File: src/rtl/fetch_stage_pkg.sv
// ---------------------------------------------------------------------------
// cpu_defs : shared opcode, register and FSM encodings for the 16-bit CPU
// Rev 1.0
// ---------------------------------------------------------------------------
`default_nettype none

package cpu_defs;

  localparam int PC_W    = 8;
  localparam int INSTR_W = 16;
  localparam int OPC_W   = 5;

  typedef logic [OPC_W-1:0] opcode_t;

  localparam opcode_t OPC_NOP   = 5'b00000;
  localparam opcode_t OPC_HALT  = 5'b00001;
  localparam opcode_t OPC_LOAD  = 5'b00010;
  localparam opcode_t OPC_STORE = 5'b00011;
  localparam opcode_t OPC_LDIH  = 5'b00100;
  localparam opcode_t OPC_ADD   = 5'b00101;
  localparam opcode_t OPC_ADDC  = 5'b00110;
  localparam opcode_t OPC_SUB   = 5'b00111;
  localparam opcode_t OPC_ADDI  = 5'b01000;
  localparam opcode_t OPC_SUBI  = 5'b01001;
  localparam opcode_t OPC_CMP   = 5'b01010;
  localparam opcode_t OPC_AND   = 5'b01011;
  localparam opcode_t OPC_OR    = 5'b01100;
  localparam opcode_t OPC_XOR   = 5'b01101;
  localparam opcode_t OPC_SLL   = 5'b01110;
  localparam opcode_t OPC_SRL   = 5'b01111;
  localparam opcode_t OPC_SRA   = 5'b10000;
  localparam opcode_t OPC_JUMP  = 5'b10001;
  localparam opcode_t OPC_JMPR  = 5'b10010;
  localparam opcode_t OPC_BZ    = 5'b10011;
  localparam opcode_t OPC_BNZ   = 5'b10100;
  localparam opcode_t OPC_BN    = 5'b10101;
  localparam opcode_t OPC_BNN   = 5'b10110;
  localparam opcode_t OPC_BC    = 5'b10111;
  localparam opcode_t OPC_BNC   = 5'b11000;
  localparam opcode_t OPC_NOR   = 5'b11001;
  localparam opcode_t OPC_NXOR  = 5'b11010;
  localparam opcode_t OPC_NAND  = 5'b11011;

  typedef enum logic [2:0] {
    GR0 = 3'd0, GR1 = 3'd1, GR2 = 3'd2, GR3 = 3'd3,
    GR4 = 3'd4, GR5 = 3'd5, GR6 = 3'd6, GR7 = 3'd7
  } gr_t;

  localparam logic [INSTR_W-1:0] NOP_WORD = 16'h0000;

  localparam logic [0:0] ST_RUN  = 1'b0;
  localparam logic [0:0] ST_HALT = 1'b1;

endpackage

`default_nettype wire

File: src/rtl/fetch_stage_pc.sv
// ---------------------------------------------------------------------------
// fetch_pc : program counter with redirect / hold / increment next-pc mux
// Rev 1.0
// ---------------------------------------------------------------------------
`default_nettype none

module fetch_pc
  import cpu_defs::*;
#(
  parameter int PC_W = cpu_defs::PC_W
) (
  input  logic            clk,
  input  logic            rst_n,
  input  logic            redirect,
  input  logic [PC_W-1:0] redirect_pc,
  input  logic            hold,
  output logic [PC_W-1:0] pc
);

  logic [PC_W-1:0] pc_q;
  logic [PC_W-1:0] pc_d;

  // Redirect wins over hold so a wrong-path HALT or a stall can be flushed.
  always_comb begin
    pc_d = pc_q + PC_W'(1);
    if (redirect) begin
      pc_d = redirect_pc;
    end else if (hold) begin
      pc_d = pc_q;
    end
  end

  always_ff @(posedge clk or negedge rst_n) begin
    if (!rst_n) begin
      pc_q <= '0;
    end else begin
      pc_q <= pc_d;
    end
  end

  assign pc = pc_q;

endmodule

`default_nettype wire

File: src/rtl/fetch_stage.sv
// ---------------------------------------------------------------------------
// fetch_stage : PC, instruction-memory address, IF/ID register, RUN/HALT FSM
// Rev 1.0
// ---------------------------------------------------------------------------
`default_nettype none

module fetch_stage
  import cpu_defs::*;
#(
  parameter int PC_W    = cpu_defs::PC_W,
  parameter int INSTR_W = cpu_defs::INSTR_W
) (
  input  logic               clk,
  input  logic               rst_n,
  output logic [PC_W-1:0]    imem_addr,
  input  logic [INSTR_W-1:0] imem_rdata,
  input  logic               stall,
  input  logic               redirect,
  input  logic [PC_W-1:0]    redirect_pc,
  output logic [INSTR_W-1:0] if_id_instr,
  output logic [PC_W-1:0]    if_id_pc,
  output logic               if_id_valid,
  output logic               halted
);

  logic [0:0]         state_q;
  logic [0:0]         state_d;
  logic [INSTR_W-1:0] instr_q;
  logic [INSTR_W-1:0] instr_d;
  logic [PC_W-1:0]    ifpc_q;
  logic [PC_W-1:0]    ifpc_d;
  logic               valid_q;
  logic               valid_d;

  logic [PC_W-1:0]    pc;
  logic               in_halt;
  logic               halt_fetch;
  logic               pc_hold;

  assign in_halt    = (state_q == ST_HALT);
  assign halt_fetch = !in_halt && (imem_rdata[INSTR_W-1 -: OPC_W] == OPC_HALT);
  // The PC parks on the HALT address so a later resume sees a stable pc.
  assign pc_hold    = stall || in_halt || halt_fetch;

  fetch_pc #(
    .PC_W (PC_W)
  ) u_fetch_pc (
    .clk         (clk),
    .rst_n       (rst_n),
    .redirect    (redirect),
    .redirect_pc (redirect_pc),
    .hold        (pc_hold),
    .pc          (pc)
  );

  always_comb begin
    state_d = state_q;
    instr_d = instr_q;
    ifpc_d  = ifpc_q;
    valid_d = valid_q;
    if (redirect) begin
      state_d = ST_RUN;
      instr_d = INSTR_W'(NOP_WORD);
      valid_d = 1'b0;
    end else if (stall) begin
      state_d = state_q;
    end else if (in_halt) begin
      instr_d = INSTR_W'(NOP_WORD);
      valid_d = 1'b0;
    end else begin
      instr_d = imem_rdata;
      ifpc_d  = pc;
      valid_d = 1'b1;
      state_d = halt_fetch ? ST_HALT : ST_RUN;
    end
  end

  always_ff @(posedge clk or negedge rst_n) begin
    if (!rst_n) begin
      state_q <= ST_RUN;
      instr_q <= INSTR_W'(NOP_WORD);
      ifpc_q  <= '0;
      valid_q <= 1'b0;
    end else begin
      state_q <= state_d;
      instr_q <= instr_d;
      ifpc_q  <= ifpc_d;
      valid_q <= valid_d;
    end
  end

  assign imem_addr   = pc;
  assign if_id_instr = instr_q;
  assign if_id_pc    = ifpc_q;
  assign if_id_valid = valid_q;
  assign halted      = in_halt;

endmodule

`default_nettype wire

File: config.mk
export PLATFORM = sky130hd
export DESIGN_NAME = fetch_stage
export DESIGN_NICKNAME = d
export VERILOG_FILES = /design/src/rtl/fetch_stage_pkg.sv /design/src/rtl/fetch_stage_pc.sv /design/src/rtl/fetch_stage.sv
export SDC_FILE = /design/constraint.sdc
export NUM_CORES = 1
export LEC_CHECK = 0
export ABC_AREA = 1
export CAP_MARGIN = 30
export CORE_MARGIN = 10
export CORE_UTILIZATION = 40
export DETAILED_ROUTE_END_ITERATION = 16
export PLACE_DENSITY = 0.76
export SETUP_SLACK_MARGIN = 0.5
export SLEW_MARGIN = 20
export SYNTH_ARGS = -nofsm -noshare
export SYNTH_HDL_FRONTEND = slang
export SYNTH_SLANG_ARGS = --single-unit
File: constraint.sdc
create_clock -name clk -period 1.25 [get_ports clk]
set_input_delay 0.375 -clock clk [delete_from_list [all_inputs] [get_ports clk]]
set_output_delay 0.375 -clock clk [all_outputs]
set_load 0.05 [all_outputs]
==> results.py <==
metrics = {
    "logic_synthesis": {
        "synth_top_family_by_area": "simple AND/OR/NAND/NOR gates",
        "syn_inst": 191,
        "synthArstFlopShare_pct": 100,
        "synth_warnings": 0,
        "synth_top_area_cell": "dfrtp_1",
        "yosys_most_used_dff": "dfrtp_1",
        "synth_top_area_share_pct": 50.9,
        "ys_types": 19,
        "syn_nets": 220,
        "synth_area_leaders": "dfrtp_1 51%, nand3_1 14%, nand2_1 12%",
        "synth_common_cells": "53 x nand2_1, 48 x nand3_1, 34 x dfrtp_1",
        "synthAdderAreaFrac_pct": 0.749,
        "syn-cell-area_mm2": 0.00167,
        "synth_compound_area_share_pct": 7.26,
        "synth_edf_count": 0,
        "synth-xor-area-share_pct": 1.05,
        "syn_avg_cell_area_um2": 8.75,
        "seq_area_frac_synth_pct": 50.9,
        "synth_seq_cells": 34,
        "synth-simple-area-share_pct": 31.8,
        "synth.most_common_cell": "nand2_1",
        "synthMuxAreaShare_pct": 0,
    },
    "worst_setup_path": {
        "critPathLaunchType": "register",
        "path_cells": "buf_6 -> nor2_8 -> buf_12 -> buf_12 -> buf_12 -> nand3_2 -> nand2_2",
        "slowest_delay_ps": 460,
        "endpoint_kind": "register",
        "worstPathArrival_ps": 1610,
        "path_common_cell": "buf_12",
        "worst-setup-path-type": "reg2reg",
        "slowest_stage": "dfrtp_2",
        "critical-path-top-delay-family": "buffers and inverters",
        "path_max_fanout": 7,
        "critical_path.n_buffers_inverters": 4,
        "worstPathRequired_ps": 1490,
    },
    "detailed_routing": {
        "vias_per_cell": 5.78,
        "wl_mm": 8.16,
        "firstDrtPassIters": 4,
        "post_drt_wl_per_cell_um": 23.5,
        "drtAntennaViolNets": 0,
        "vias": 2010,
        "drc": 0,
        "drt_iter0_markers": 211,
    },
    "power_and_ir_drop": {
        "power_density_mw_per_mm2": 1240,
        "peakVddDrop_uv": 957,
        "power_mw": 4.41,
        "power.leakage_nw": 1.60,
    },
    "timing": {
        "fmaxAchievable_ghz": 0.726,
        "worst_slew_pin_slew_ps": 254,
        "fin_crit_ps": 1380,
        "grt_setup_unrepaired": "yes",
        "slew_violations": 0,
        "fin_ws_ps": -127,
        "hold_viol": 0,
        "setup_viol": 63,
        "clock_skew_ps": 5.98,
        "min_period_over_period_pct": 110,
        "setup-tns-final_ps": -3100,
        "slew_headroom_pct": 83.0,
    },
    "finish": {
        "seqCellArea_um2": 893,
        "nFillCells": 149,
        "final_core_util_pct": 87.9,
        "layout-drive-gt1-share_pct": 62.3,
        "fin_cells": 348,
        "layout.nets": 325,
        "multi_input_area_um2": 972,
        "areaGrowthSynthToFinish_pct": 112,
    },
    "placed_design": {
        "place.gp.congestion": 0.795,
        "hpwlAfterDp_mm": 3.72,
        "io_buffers": 61,
        "place_ws_ps": -332,
        "dp_cells": 307,
    },
    "clock_network": {
        "clock_sinks": 34,
        "clockBufferDepth": 2,
        "clockRootBuffer": "clkbuf_8",
        "path_clk_slew_ps": 70,
        "cts_max_level": 2,
        "clock_latency_ps": 310,
        "cts_tree": "done",
        "cts_buffers": 5,
    },
    "floorplan": {
        "fp.coreArea_mm2": 0.00403,
        "die_width_um": 84.6,
        "io_pins": 62,
        "dieArea_mm2": 0.00716,
        "rows": 23,
        "dieHeight_um": 84.6,
        "initial_core_util_pct": 41.5,
    },
    "grt": {
        "gr-total-overflow": 0,
        "antenna_found_initial": 1,
        "grt_max_degree": 35,
        "grtUsageTotal_pct": 18.2,
        "grt_pass1_vias": 1949,
        "grt_pass1_wl_mm": 10.5,
    },
    "status": {
        "violations": "setup timing",
        "outcome": "complete, but fails checks",
    },
    "worst_hold_path": {
        "hold_path.class": "in2async",
    },
    "run": {
        "cap_violations": 0,
    },
}
## final timing paths
path,startpoint,end,slack [ps],cells past startpoint
min reg2reg,if_id_instr[8]$_DFFE_PN0P_,if_id_instr[8]$_DFFE_PN0P_,560,2
max,halted$_DFFE_PN0P_,if_id_instr[10]$_DFFE_PN0P_,-130,7
min,rst_n,u_fetch_pc.pc[6]$_DFFE_PN0P_,430,2
max in group asynchronous,rst_n,u_fetch_pc.pc[1]$_DFFE_PN0P_,610,2
max reg2reg,halted$_DFFE_PN0P_,if_id_instr[10]$_DFFE_PN0P_,-130,7
min in group clk,imem_rdata[13],if_id_instr[13]$_DFFE_PN0P_,500,3
## per-stage QoR
| stage | cell area [um2] | hold WS, ps |
|---|---|---|
| after detailed placement | 2890 | 511 |
| after floorplan | 1830 | 79.4 |
| after global routing | 3540 | 459 |
| after CTS | 3370 | 463 |
| after global placement | 2890 | 507 |
| final | 3540 | 431 |
## cells by family (layout without fill, tap and decap cells)
kind of cell | after synthesis | count (layout)
flip-flops | 34 | 34
AO/OA/AOI/OAI | 16 | 16
AND/OR/NAND/NOR | 114 | 114
adder cells (fa/ha/maj) | 1 | 1
XOR/XNOR | 2 | 2
buffers and inverters | 24 | 130
other | 0 | 1
## flip-flops by register name, summed over array words and instances (netlist names)
signal         count
halted             1
if_id_instr       16
u_fetch_pc.pc      8
if_id_pc           8
if_id_valid        1
## per-layer routing
metal | GRT usage (%) | vias up | share of wire (%)
li1 | - | 835 | -
met1 | 20.0 | 999 | 35
met2 | 32.3 | 135 | 52
met3 | 5.51 | 41 | 8.2
met4 | 6.44 | 0 | 5.4
met5 | 0 | - | 0
## cell type report
cell class                 count  share of cell area [%]
timing repair buffer         108                    40.8
tap                           50                    1.77
sequential                    34                    25.2
inverter                      14                    1.55
multi-input combinational    133                    27.4
clock buffer                   8                    3.11
antenna                        1                  0.0706
## where the power goes
group / leakage, nW / internal, mW / switching (mW)
clock: 0.0575 / 0.557 / 0.441
combinational: 1.14 / 0.972 / 1.03
sequential: 0.394 / 1.24 / 0.161
total: 1.60 / 2.77 / 1.63
## cell usage in the layout, fill, tap and decap left out, types with 3 or more instances in the layout
cell type        synthesis  layout
nand2_8                  0       3
nand2_2                  1       7
o21ai_2                 11      10
nand2_4                  2       9
clkbuf_8                 0       8
nand2_1                 53      37
dfrtp_2                  0      34
buf_12                   0      41
buf_4                    3      33
dlygate4sd2_1            0       6
nor2_2                   0       3
nand3_4                  0       3
inv_1                   13      12
clkdlybuf4s50_1          0      21
nand3_2                  0      18
o21ai_1                  0       3
nor2_1                   7       4
nand3_1                 48      27
buf_6                    4       4
## worst register-to-register path, cell delays in order (launching register included)
cell and delay [ps]:
dfrtp_2 460, buf_6 150, nor2_8 160, buf_12 140, buf_12 120, buf_12 130, nand3_2 80, nand2_2 70
## timing repair
action | CTS | global route
endpoints found under the setup margin | 68 | 68
pin swaps | 21 | 16
hold buffers | 0 | 0
buffers inserted | 24 | 6
gates resized for setup | 38 | 21
gates cloned | 2 | 0
(Power assumes the default switching activity.)
